**src/rtl/mips_pkg.sv**
```systemverilog
//------------------------------------------------------------------------------
// +--------------------------------------------------------------------------+
// | Package     : mips_pkg                                                   |
// | Description : Shared types and constants for the MIPS fetch front end:   |
// |               fetch FSM state encoding, NOP word, reset PC and the       |
// |               OP/FUNCT field positions of an instruction word.           |
// | Revision    : 1.0 - initial release                                      |
// +--------------------------------------------------------------------------+
//------------------------------------------------------------------------------
`default_nettype none

package mips_pkg;

  // Fetch sequencer states: FETCH issues/awaits a request, KILL waits out a
  // request whose data is no longer wanted, HOLD parks a fetched word while
  // decode is stalled.
  typedef enum logic [1:0] {
    FETCH = 2'd0,
    KILL  = 2'd1,
    HOLD  = 2'd2
  } fetch_state_t;

  // sll $0,$0,0 - presented whenever IF/ID carries no real instruction
  localparam logic [31:0] c_NOP_INSTR = 32'h0000_0000;

  // Text-segment base loaded into the PC by reset
  localparam logic [31:0] c_RESET_PC  = 32'h0040_0000;

  // Sequential instruction stride in bytes
  localparam logic [31:0] c_PC_STEP   = 32'd4;

  // Instruction field positions consumed by the decode-stage control unit
  localparam int c_OP_MSB    = 31;
  localparam int c_OP_LSB    = 26;
  localparam int c_FUNCT_MSB = 5;
  localparam int c_FUNCT_LSB = 0;

  // Force a byte address onto a word boundary
  function automatic logic [31:0] alignWord(input logic [31:0] addr);
    return addr & ~32'd3;
  endfunction

endpackage : mips_pkg

`default_nettype wire

```
**src/rtl/instruction_fetch_unit_if_id_reg.sv**
```systemverilog
//------------------------------------------------------------------------------
// +--------------------------------------------------------------------------+
// | Module      : if_id_reg                                                  |
// | Description : IF/ID pipeline register. Holds instruction word, its       |
// |               PC+4 and a valid flag. Flush beats hold beats load; with    |
// |               nothing to load and no hold it drops to a NOP bubble.      |
// | Revision    : 1.0 - initial release                                      |
// +--------------------------------------------------------------------------+
//------------------------------------------------------------------------------
`default_nettype none

module if_id_reg
  import mips_pkg::*;
#(
  parameter logic [31:0] NOP_INSTR = c_NOP_INSTR
) (
  input  logic        clk,
  input  logic        reset,
  input  logic        i_flush,
  input  logic        i_hold,
  input  logic        i_load,
  input  logic [31:0] i_instr,
  input  logic [31:0] i_pc4,
  output logic        o_valid,
  output logic [31:0] o_instr,
  output logic [31:0] o_pc4
);

  logic        r_valid;
  logic [31:0] r_instr;
  logic [31:0] r_pc4;

  // Pipeline register update. The PC+4 field is left untouched on flush or
  // bubble: it is only meaningful while the valid flag is set.
  always_ff @(posedge clk) begin
    if (reset) begin
      r_valid <= 1'b0;
      r_instr <= NOP_INSTR;
      r_pc4   <= 32'd0;
    end else if (i_flush) begin
      r_valid <= 1'b0;
      r_instr <= NOP_INSTR;
    end else if (i_hold) begin
      r_valid <= r_valid;
      r_instr <= r_instr;
    end else if (i_load) begin
      r_valid <= 1'b1;
      r_instr <= i_instr;
      r_pc4   <= i_pc4;
    end else begin
      r_valid <= 1'b0;
      r_instr <= NOP_INSTR;
    end
  end

  assign o_valid = r_valid;
  assign o_instr = r_instr;
  assign o_pc4   = r_pc4;

endmodule : if_id_reg

`default_nettype wire

```
**src/rtl/instruction_fetch_unit.sv**
```systemverilog
//------------------------------------------------------------------------------
// +--------------------------------------------------------------------------+
// | Module      : instruction_fetch_unit                                     |
// | Description : PC generation, single-outstanding req/ack instruction      |
// |               fetch and IF/ID register for the MIPS core. Handles decode |
// |               stall (one-word park buffer) and branch/jump redirect with |
// |               discard of the in-flight wrong-path fetch.                 |
// |               Optional build macro FETCH_PERF_CNT_EN adds wrapping        |
// |               perf_fetched / perf_stall / perf_killed counters.          |
// | Revision    : 1.0 - initial release                                      |
// +--------------------------------------------------------------------------+
//------------------------------------------------------------------------------
`default_nettype none

module instruction_fetch_unit
  import mips_pkg::*;
#(
  parameter logic [31:0] RESET_PC  = c_RESET_PC,
  parameter logic [31:0] NOP_INSTR = c_NOP_INSTR
) (
  input  logic        clk,
  input  logic        reset,
  output logic        imem_req,
  output logic [31:0] imem_addr,
  input  logic [31:0] imem_rdata,
  input  logic        imem_ack,
  input  logic        id_stall,
  input  logic        redir_valid,
  input  logic [31:0] redir_pc,
  output logic        if_valid,
  output logic [31:0] if_instr,
  output logic [5:0]  if_op,
  output logic [5:0]  if_func,
  output logic [31:0] if_pc4
`ifdef FETCH_PERF_CNT_EN
  ,
  output logic [31:0] perf_fetched,
  output logic [31:0] perf_stall,
  output logic [31:0] perf_killed
`endif
);

  fetch_state_t r_state;
  logic [31:0]  r_pc;
  logic [31:0]  r_reqAddr;
  logic         r_imemReq;
  logic [31:0]  r_bufInstr;
  logic [31:0]  r_bufPc4;

  fetch_state_t w_stateNext;
  logic [31:0]  w_pcNext;
  logic [31:0]  w_redirTarget;
  logic         w_blocked;
  logic         w_bufLoad;
  logic         w_idLoad;
  logic [31:0]  w_idInstr;
  logic [31:0]  w_idPc4;
  logic         w_killEvent;
  logic         w_ifValid;

  assign w_redirTarget = alignWord(redir_pc);
  assign w_blocked     = w_ifValid && id_stall;

  // Next-state, next-PC and IF/ID load selection; redirect beats stall beats load
  always_comb begin
    w_stateNext = r_state;
    w_pcNext    = r_pc;
    w_bufLoad   = 1'b0;
    w_idLoad    = 1'b0;
    w_idInstr   = r_bufInstr;
    w_idPc4     = r_bufPc4;
    w_killEvent = 1'b0;
    case (r_state)
      FETCH: begin
        if (redir_valid) begin
          // Wrong-path fetch: drop it now if it completes, else wait it out
          w_pcNext    = w_redirTarget;
          w_killEvent = 1'b1;
          if (!imem_ack) begin
            w_stateNext = KILL;
          end
        end else if (imem_ack) begin
          w_pcNext = r_pc + c_PC_STEP;
          if (w_blocked) begin
            w_bufLoad   = 1'b1;
            w_stateNext = HOLD;
          end else begin
            w_idLoad  = 1'b1;
            w_idInstr = imem_rdata;
            w_idPc4   = r_reqAddr + c_PC_STEP;
          end
        end
      end
      KILL: begin
        if (redir_valid) begin
          w_pcNext = w_redirTarget;
        end
        if (imem_ack) begin
          w_stateNext = FETCH;
        end
      end
      HOLD: begin
        if (redir_valid) begin
          w_pcNext    = w_redirTarget;
          w_killEvent = 1'b1;
          w_stateNext = FETCH;
        end else if (!w_blocked) begin
          w_idLoad    = 1'b1;
          w_stateNext = FETCH;
        end
      end
      default: begin
        w_stateNext = FETCH;
      end
    endcase
  end

  // Fetch sequencer: state, PC, request address/strobe and park buffer
  always_ff @(posedge clk) begin
    if (reset) begin
      r_state    <= FETCH;
      r_pc       <= RESET_PC;
      r_reqAddr  <= RESET_PC;
      r_imemReq  <= 1'b1;
      r_bufInstr <= NOP_INSTR;
      r_bufPc4   <= 32'd0;
    end else begin
      r_state   <= w_stateNext;
      r_pc      <= w_pcNext;
      r_imemReq <= (w_stateNext != HOLD);
      // A request address is only (re)latched when a request starts; in
      // KILL the old address must stay on the bus until its ack.
      if (w_stateNext == FETCH) begin
        r_reqAddr <= w_pcNext;
      end
      if (w_bufLoad) begin
        r_bufInstr <= imem_rdata;
        r_bufPc4   <= r_reqAddr + c_PC_STEP;
      end
    end
  end

  assign imem_req  = r_imemReq;
  assign imem_addr = r_reqAddr;

  if_id_reg #(
    .NOP_INSTR (NOP_INSTR)
  ) u_ifId (
    .clk     (clk),
    .reset   (reset),
    .i_flush (redir_valid),
    .i_hold  (w_blocked),
    .i_load  (w_idLoad),
    .i_instr (w_idInstr),
    .i_pc4   (w_idPc4),
    .o_valid (w_ifValid),
    .o_instr (if_instr),
    .o_pc4   (if_pc4)
  );

  assign if_valid = w_ifValid;
  assign if_op    = if_instr[c_OP_MSB:c_OP_LSB];
  assign if_func  = if_instr[c_FUNCT_MSB:c_FUNCT_LSB];

`ifdef FETCH_PERF_CNT_EN
  logic [31:0] r_perfFetched;
  logic [31:0] r_perfStall;
  logic [31:0] r_perfKilled;

  // Wrapping event counters: IF/ID loads, blocked cycles, redirect-discarded fetches
  always_ff @(posedge clk) begin
    if (reset) begin
      r_perfFetched <= 32'd0;
      r_perfStall   <= 32'd0;
      r_perfKilled  <= 32'd0;
    end else begin
      if (w_idLoad) begin
        r_perfFetched <= r_perfFetched + 32'd1;
      end
      if (w_blocked) begin
        r_perfStall <= r_perfStall + 32'd1;
      end
      if (w_killEvent) begin
        r_perfKilled <= r_perfKilled + 32'd1;
      end
    end
  end

  assign perf_fetched = r_perfFetched;
  assign perf_stall   = r_perfStall;
  assign perf_killed  = r_perfKilled;
`endif

endmodule : instruction_fetch_unit

`default_nettype wire
```
**config.mk**
```make
export PLATFORM = sky130hd
export DESIGN_NAME = instruction_fetch_unit
export DESIGN_NICKNAME = d
export VERILOG_FILES = /design/src/rtl/mips_pkg.sv /design/src/rtl/instruction_fetch_unit_if_id_reg.sv /design/src/rtl/instruction_fetch_unit.sv
export SDC_FILE = /design/constraint.sdc
export NUM_CORES = 1
export LEC_CHECK = 0
export CAP_MARGIN = 15
export CORE_ASPECT_RATIO = 0.9
export CORE_MARGIN = 1
export CORE_UTILIZATION = 47
export CTS_CLUSTER_DIAMETER = 80
export CTS_CLUSTER_SIZE = 20
export DETAILED_ROUTE_END_ITERATION = 7
export PLACE_DENSITY = 0.74
export SLEW_MARGIN = 15
export SYNTH_ARGS = -nofsm -noshare
export SYNTH_HDL_FRONTEND = slang
export SYNTH_SLANG_ARGS = --single-unit
```
**constraint.sdc**
```tcl
create_clock -name clk -period 2.3 [get_ports clk]
set_input_delay 0.69 -clock clk [delete_from_list [all_inputs] [get_ports clk]]
set_output_delay 0.69 -clock clk [all_outputs]
set_load 0.1 [all_outputs]
```
# --- Word-level counts from Yosys, hierarchy flattened ---
# Cells that the tools add are included.
word_totals:
  reg_bits: 196
  latch_bits: 0
  ram_bits: 0
  romBits: 0
  in_bits: 69
  out_inout_bits: 110
  wordCells: 49
  n_memories: 0
classes:
  n_addsub: 2
  mul: 0
  div: 0
  n_lt_le_gt_ge: 0
  n_eq_ne: 3
  shift: 0
  n_mux: 27
  bitwise_logic: 2
  n_reduce_logical: 6
op_table:
  columns: ["operator", "n"]
  rows:
  - ["2-to-1 mux 32 bit", 8]
  - ["adder 32 x 3 -> 32 bit, second input constant", 2]
  - ["case mux 32 bit (2 select lines)", 1]
  - ["2-to-1 mux 2 bit", 7]
  - ["2-to-1 mux 1 bit", 9]
  - ["case mux 2 bit (3 select lines)", 1]
  - ["logical NOT 2 bit", 2]
  - ["OR reduction 2 bit", 2]
  - ["AND reduction 3 bit", 1]
  - ["equality test 2 x 1 -> 1 bit, second input constant", 1]
  - ["equality test 2 bit, second input constant", 1]
  - ["!= test 2 bit, second input constant", 1]
  - ["NOT 1 bit", 2]
  - ["case mux 1 bit (2 select lines)", 1]
  - ["logical AND 1 bit", 1]

# --- Logic depth before layout (Yosys ltp) ---
depth:
  ltp_word: 6
  ltp_mapped: 11
  ltp_nobuf: 8

# --- Modules after synthesis ---
# Synthesis repeated with hierarchy kept, for this count alone.
hier_totals:
  hier_cells: 1223
  hier_area_um2: 10164.7
by_module_without_submodules:
  columns: ["mod", "instances", "cells_per_inst", "area_each_um2", "seq_area_each_um2"]
  rows:
  - ["instruction_fetch_unit", 1, 936, 7412.1, 2622.5]
  - ["if_id_reg", 1, 287, 2752.6, 1301.2]

# --- Worst setup path before layout ---
# OpenSTA, ideal clock, no wires.
synth_path:
  kind: "register -> register"
  startpoint: "register r_reqAddr[4], in the netlist imem_addr[4]"
  endpoint: "register u_ifId.r_pc4[19], in the netlist u_ifId.o_pc4[19]"
  setup_ns: 0.132
  arrival_ns: 2.531
  required_time_ns: 2.168
  slack_ns: -0.363
  path_stages_with_launch: 7
  path_buffers: 0
  synth_period_minus_slack_ns: 2.663
  path_cell_list: "dfxtp_1 nand4_2 nor4_4 nand3_1 xnor2_1 o21ai_0 a21oi_1"
synth_via:
  elab_chain_len: 3
synth_lines:
  columns: ["item", "line", "rtl"]
  rows:
  - ["from (decl)", "instruction_fetch_unit.sv:45", "logic [31:0] r_reqAddr;"]
  - ["from (signal assigned)", "instruction_fetch_unit.sv:134", "r_reqAddr <= w_pcNext;"]
  - ["adder 32 x 3 -> 32 bit", "instruction_fetch_unit.sv:90", "w_idPc4 = r_reqAddr + c_PC_STEP;"]
  - ["2-to-1 mux 32 bit", "instruction_fetch_unit.sv:82", "end else if (imem_ack) begin"]
  - ["2-to-1 mux 32 bit", "instruction_fetch_unit.sv:73", "case (r_state)"]
  - ["to (signal assigned)", "instruction_fetch_unit_if_id_reg.sv:49", "r_pc4 <= i_pc4;"]
  - ["to (decl)", "instruction_fetch_unit_if_id_reg.sv:31", "logic [31:0] r_pc4;"]
# No other way between the ends.
# A chain may end at the register's enable or synchronous reset.

# --- Final worst setup path ---
layout_path:
  startpoint: "input port imem_ack"
  endpoint: "register r_reqAddr[30], in the netlist imem_addr[30]"
layout_via:
  elab_chain_len: 4
  word_cells_on_any_way: 9
  cone_classes: "mux: 8; reduce/logical: 1"
layout_lines:
  columns: ["item", "line", "rtl"]
  rows:
  - ["from (decl)", "instruction_fetch_unit.sv:26", "input logic imem_ack,"]
  - ["2-to-1 mux 2 bit, on equally long branches", "instruction_fetch_unit.sv:82, instruction_fetch_unit.sv:79", null]
  - ["2-to-1 mux 2 bit", "instruction_fetch_unit.sv:75", "if (redir_valid) begin"]
  - ["case mux 2 bit (3 select lines)", "instruction_fetch_unit.sv:73", null]
  - ["logical NOT 2 bit", "instruction_fetch_unit.sv:133", "if (w_stateNext == FETCH) begin"]
# Several ways; a longest one is shown, not always the timed one.

==> flow_summary.yaml <==
outcome:
  status: "completed"
worst_setup_path:
  critical_path_peak_fanout: 6
  r2r_start: "r_pc[14]$_SDFF_PP0_"
  r2r_end: "imem_addr[31]$_SDFFE_PP0N_"
  rrSetupSlack_ns: 0.12
  crit_type: "in -> reg"
  reg2reg_depth: 7
  required_ns: 2.61
  arrival_ns: 2.50
  worstSetupStartpointType: "primary input"
  setup.worst_path.end_class: "flop"
synthesis:
  synth_area_leader_cell: "dfxtp_1"
  yosysMostFrequentCell: "nand2_1"
  synth.area.top_cells: "dfxtp_1 42%, a21oi_1 9.5%, nand2_1 8.4%, nor2_1 6.5%, a211oi_1 3.1%"
  avgSynthCellArea_um2: 7.608
  mappedNetlistArea_mm2: 0.009427
  async_flop_share_pct: 0
  synth_nets: 1314
  synthTopCellsByCount: "210 x nand2_1, 196 x dfxtp_1, 179 x a21oi_1, 164 x nor2_1, 71 x clkbuf_1"
  synth_top_area_share_pct: 41.62
  synth_edf_count: 0
  synth_seq_cells: 196
  yosysSeqAreaShare_pct: 41.62
  synth_ff_type: "dfxtp_1"
  synth_cell_types: 65
  yosys_warnings: 0
  syn_inst: 1239
floorplan:
  die-area_mm2: 0.02063
  die_y_um: 136.4
  core_mm2: 0.01940
  rows: 48
  initial_core_util_pct: 48.59
  die_w_um: 151.3
  io_pins: 179
clock_tree:
  path_clk_slew_ns: 0.07
  cts_tree: "built"
  clockBufferDepth: 2
  clock_latency_ns: 0.44
  htreeDepth: 4
  clkSinkCount: 196
  numCtsBuffers: 17
  root_buffer: "clkbuf_16"
  cts-hold-fix-buffers: 0
final_layout:
  fillCellCount: 1668
  syn_to_final_growth_pct: 33.67
  nets: 1514
  final_core_util_pct: 64.96
  register_area_mm2: 0.003950
  multi_input_area_mm2: 0.005089
  finalNonFillerCells: 1703
  drive_above_1_share_pct: 21.56
placement:
  placed_cells: 1666
  port_buffers: 176
  place_congestion: 0.9659
  dp_slack_ns: -0.6514
  hpwl_um: 19900
sta:
  slew_viol_final: 0
  finalCritPeriodShare_pct: 95.34
  fin_skew_ns: 0.01107
  fin_crit_ns: 2.193
  setup_tns_ns: 0
  rsz0062_at_grt: "no"
  setup_slack_ns: 0.1072
  max_freq_ghz: 0.4560
  hold_viol_final: 0
  setup_viol: 0
  relSlewSlack_pct: 53.05
  worst_pin_slew_ns: 0.7043
route:
  routed_wl_um: 28490
  detail-route-antenna-nets: 0
  drc: 0
  drt_iter0_drc: 849
  num_vias: 9631
  vias_per_cell: 5.655
  wl_per_cell_um: 16.73
  firstDrtPassIters: 5
global_route:
  overflow: 0
  grt_usage_pct: 27.56
  grt_pass1_vias: 8560
  grt_max_degree: 70
  grt_pass1_wl_um: 44660
  antenna_found_initial: 0
worst_hold_path:
  min_from: "u_ifId.o_pc4[5]$_SDFFE_PP0P_"
  hold_depth: 2
  whs_endpoint: "u_ifId.o_pc4[5]$_SDFFE_PP0P_"
  hp-class: "reg -> reg"
run:
  max_cap_viol_count: 0
pwr:
  finalPower_w: 0.009023
  p_per_area_mw_per_mm2: 716.0
  power.leakage_nw: 4.902
  ir_drop_v: 0.0005295
-- per-layer routing --
layer / track usage [%] / vias up / wire length (um)
met5: 0 / - / 0
met4: 6.167 / 0 / 347
met3: 5.872 / 29 / 2090
met2: 42.57 / 384 / 12760
met1: 39.04 / 4490 / 13280
li1: - / 4728 / -
-- logic make-up (layout without fill, tap and decap cells) --
kind of cell,after synthesis,count (layout),synth area share (%)
multiplexers,15,15,1.606
adder cells (fa/ha/maj),6,6,0.7964
AND/OR/NAND/NOR,525,525,25.37
AO/OA/AOI/OAI,349,349,22.50
buffers and inverters,120,333,5.508
XOR/XNOR,28,28,2.601
flip-flops,196,196,41.62
other,0,1,0
-- what timing repair did --
item / in CTS / in global routing
endpoints found under the hold margin: 0 / 0
endpoints found under the setup margin: 55 / 25
resized for setup: 18 / 8
setup buffers: 1 / 1
pin swaps: 5 / 2
gates cloned: 2 / 0
-- layout make-up --
| cell class | instances | share of cell area [%] |
|---|---|---|
| clock buffer | 18 | 3.485 |
| clock inverter | 14 | 1.271 |
| timing repair buffer | 289 | 20.65 |
| inverter | 12 | 0.3575 |
| tap | 250 | 2.482 |
| antenna | 1 | 0.01986 |
| sequential | 196 | 31.35 |
| multi-input combinational | 923 | 40.38 |
-- cells in the final DEF (no fill, tap or decap), types with 19 or more instances in the layout --
master | Yosys | layout
a21oi_1 | 179 | 178
nand4_1 | 24 | 24
a211oi_1 | 39 | 36
nand3_1 | 30 | 30
clkdlybuf4s50_1 | 0 | 62
dfxtp_1 | 196 | 177
and3_1 | 19 | 19
nand2_1 | 210 | 210
buf_4 | 13 | 202
nor2_1 | 164 | 164
o21ai_0 | 47 | 46
-- stage by stage --
step / area, um2 / hold slack, ns
floorplan: 9460 / 0.4366
global placement: 11820 / 0.4413
detailed placement: 11820 / 0.4465
CTS: 12560 / 0.4564
global route: 12600 / 0.4694
finish: 12600 / 0.4546
-- sequential cells by signal (all words and copies together), names as in the netlist --
name            cells
u_ifId.o_pc4       32
r_pc               32
imem_req            1
u_ifId.o_instr     32
imem_addr          32
r_bufPc4           32
r_bufInstr         32
u_ifId.o_valid      1
r_state             2
-- worst max-delay path, stage by stage --
cell and delay, ns:
dlygate4sd2_1 0.24, buf_6 0.13, and4b_1 0.18, and2_1 0.20
buf_4 0.17, and3_1 0.16, a221o_1 0.33, a31oi_2 0.28
a211oi_1 0.11
-- report_power, final --
part | switching, W | internal [W] | leakage (nW) | total [W]
Sequential | 0.000200 | 0.00355 | 1.60 | 0.00375
Clock | 0.00144 | 0.00158 | 0.289 | 0.00302
Combinational | 0.00149 | 0.000761 | 3.01 | 0.00225
Total | 0.00313 | 0.00589 | 4.90 | 0.00902
-- worst max path at each step --
stage | end | cells past startpoint | from | slack (ns)
2_1_floorplan | imem_addr[22]$_SDFFE_PP1N_ | 9 | imem_ack | 0.008
3_3_place_gp | imem_addr[20]$_SDFFE_PP0N_ | 10 | imem_ack | -0.64
3_5_place_dp | imem_addr[23]$_SDFFE_PP0N_ | 9 | imem_ack | -0.65
4_1_cts | imem_addr[22]$_SDFFE_PP1N_ | 8 | id_stall | 0.02
5_1_grt | u_ifId.o_pc4[18]$_SDFFE_PP0P_ | 12 | imem_ack | 0.006
6_report | imem_addr[30]$_SDFFE_PP0N_ | 9 | imem_ack | 0.11
Power figures use the tool's default switching activity.
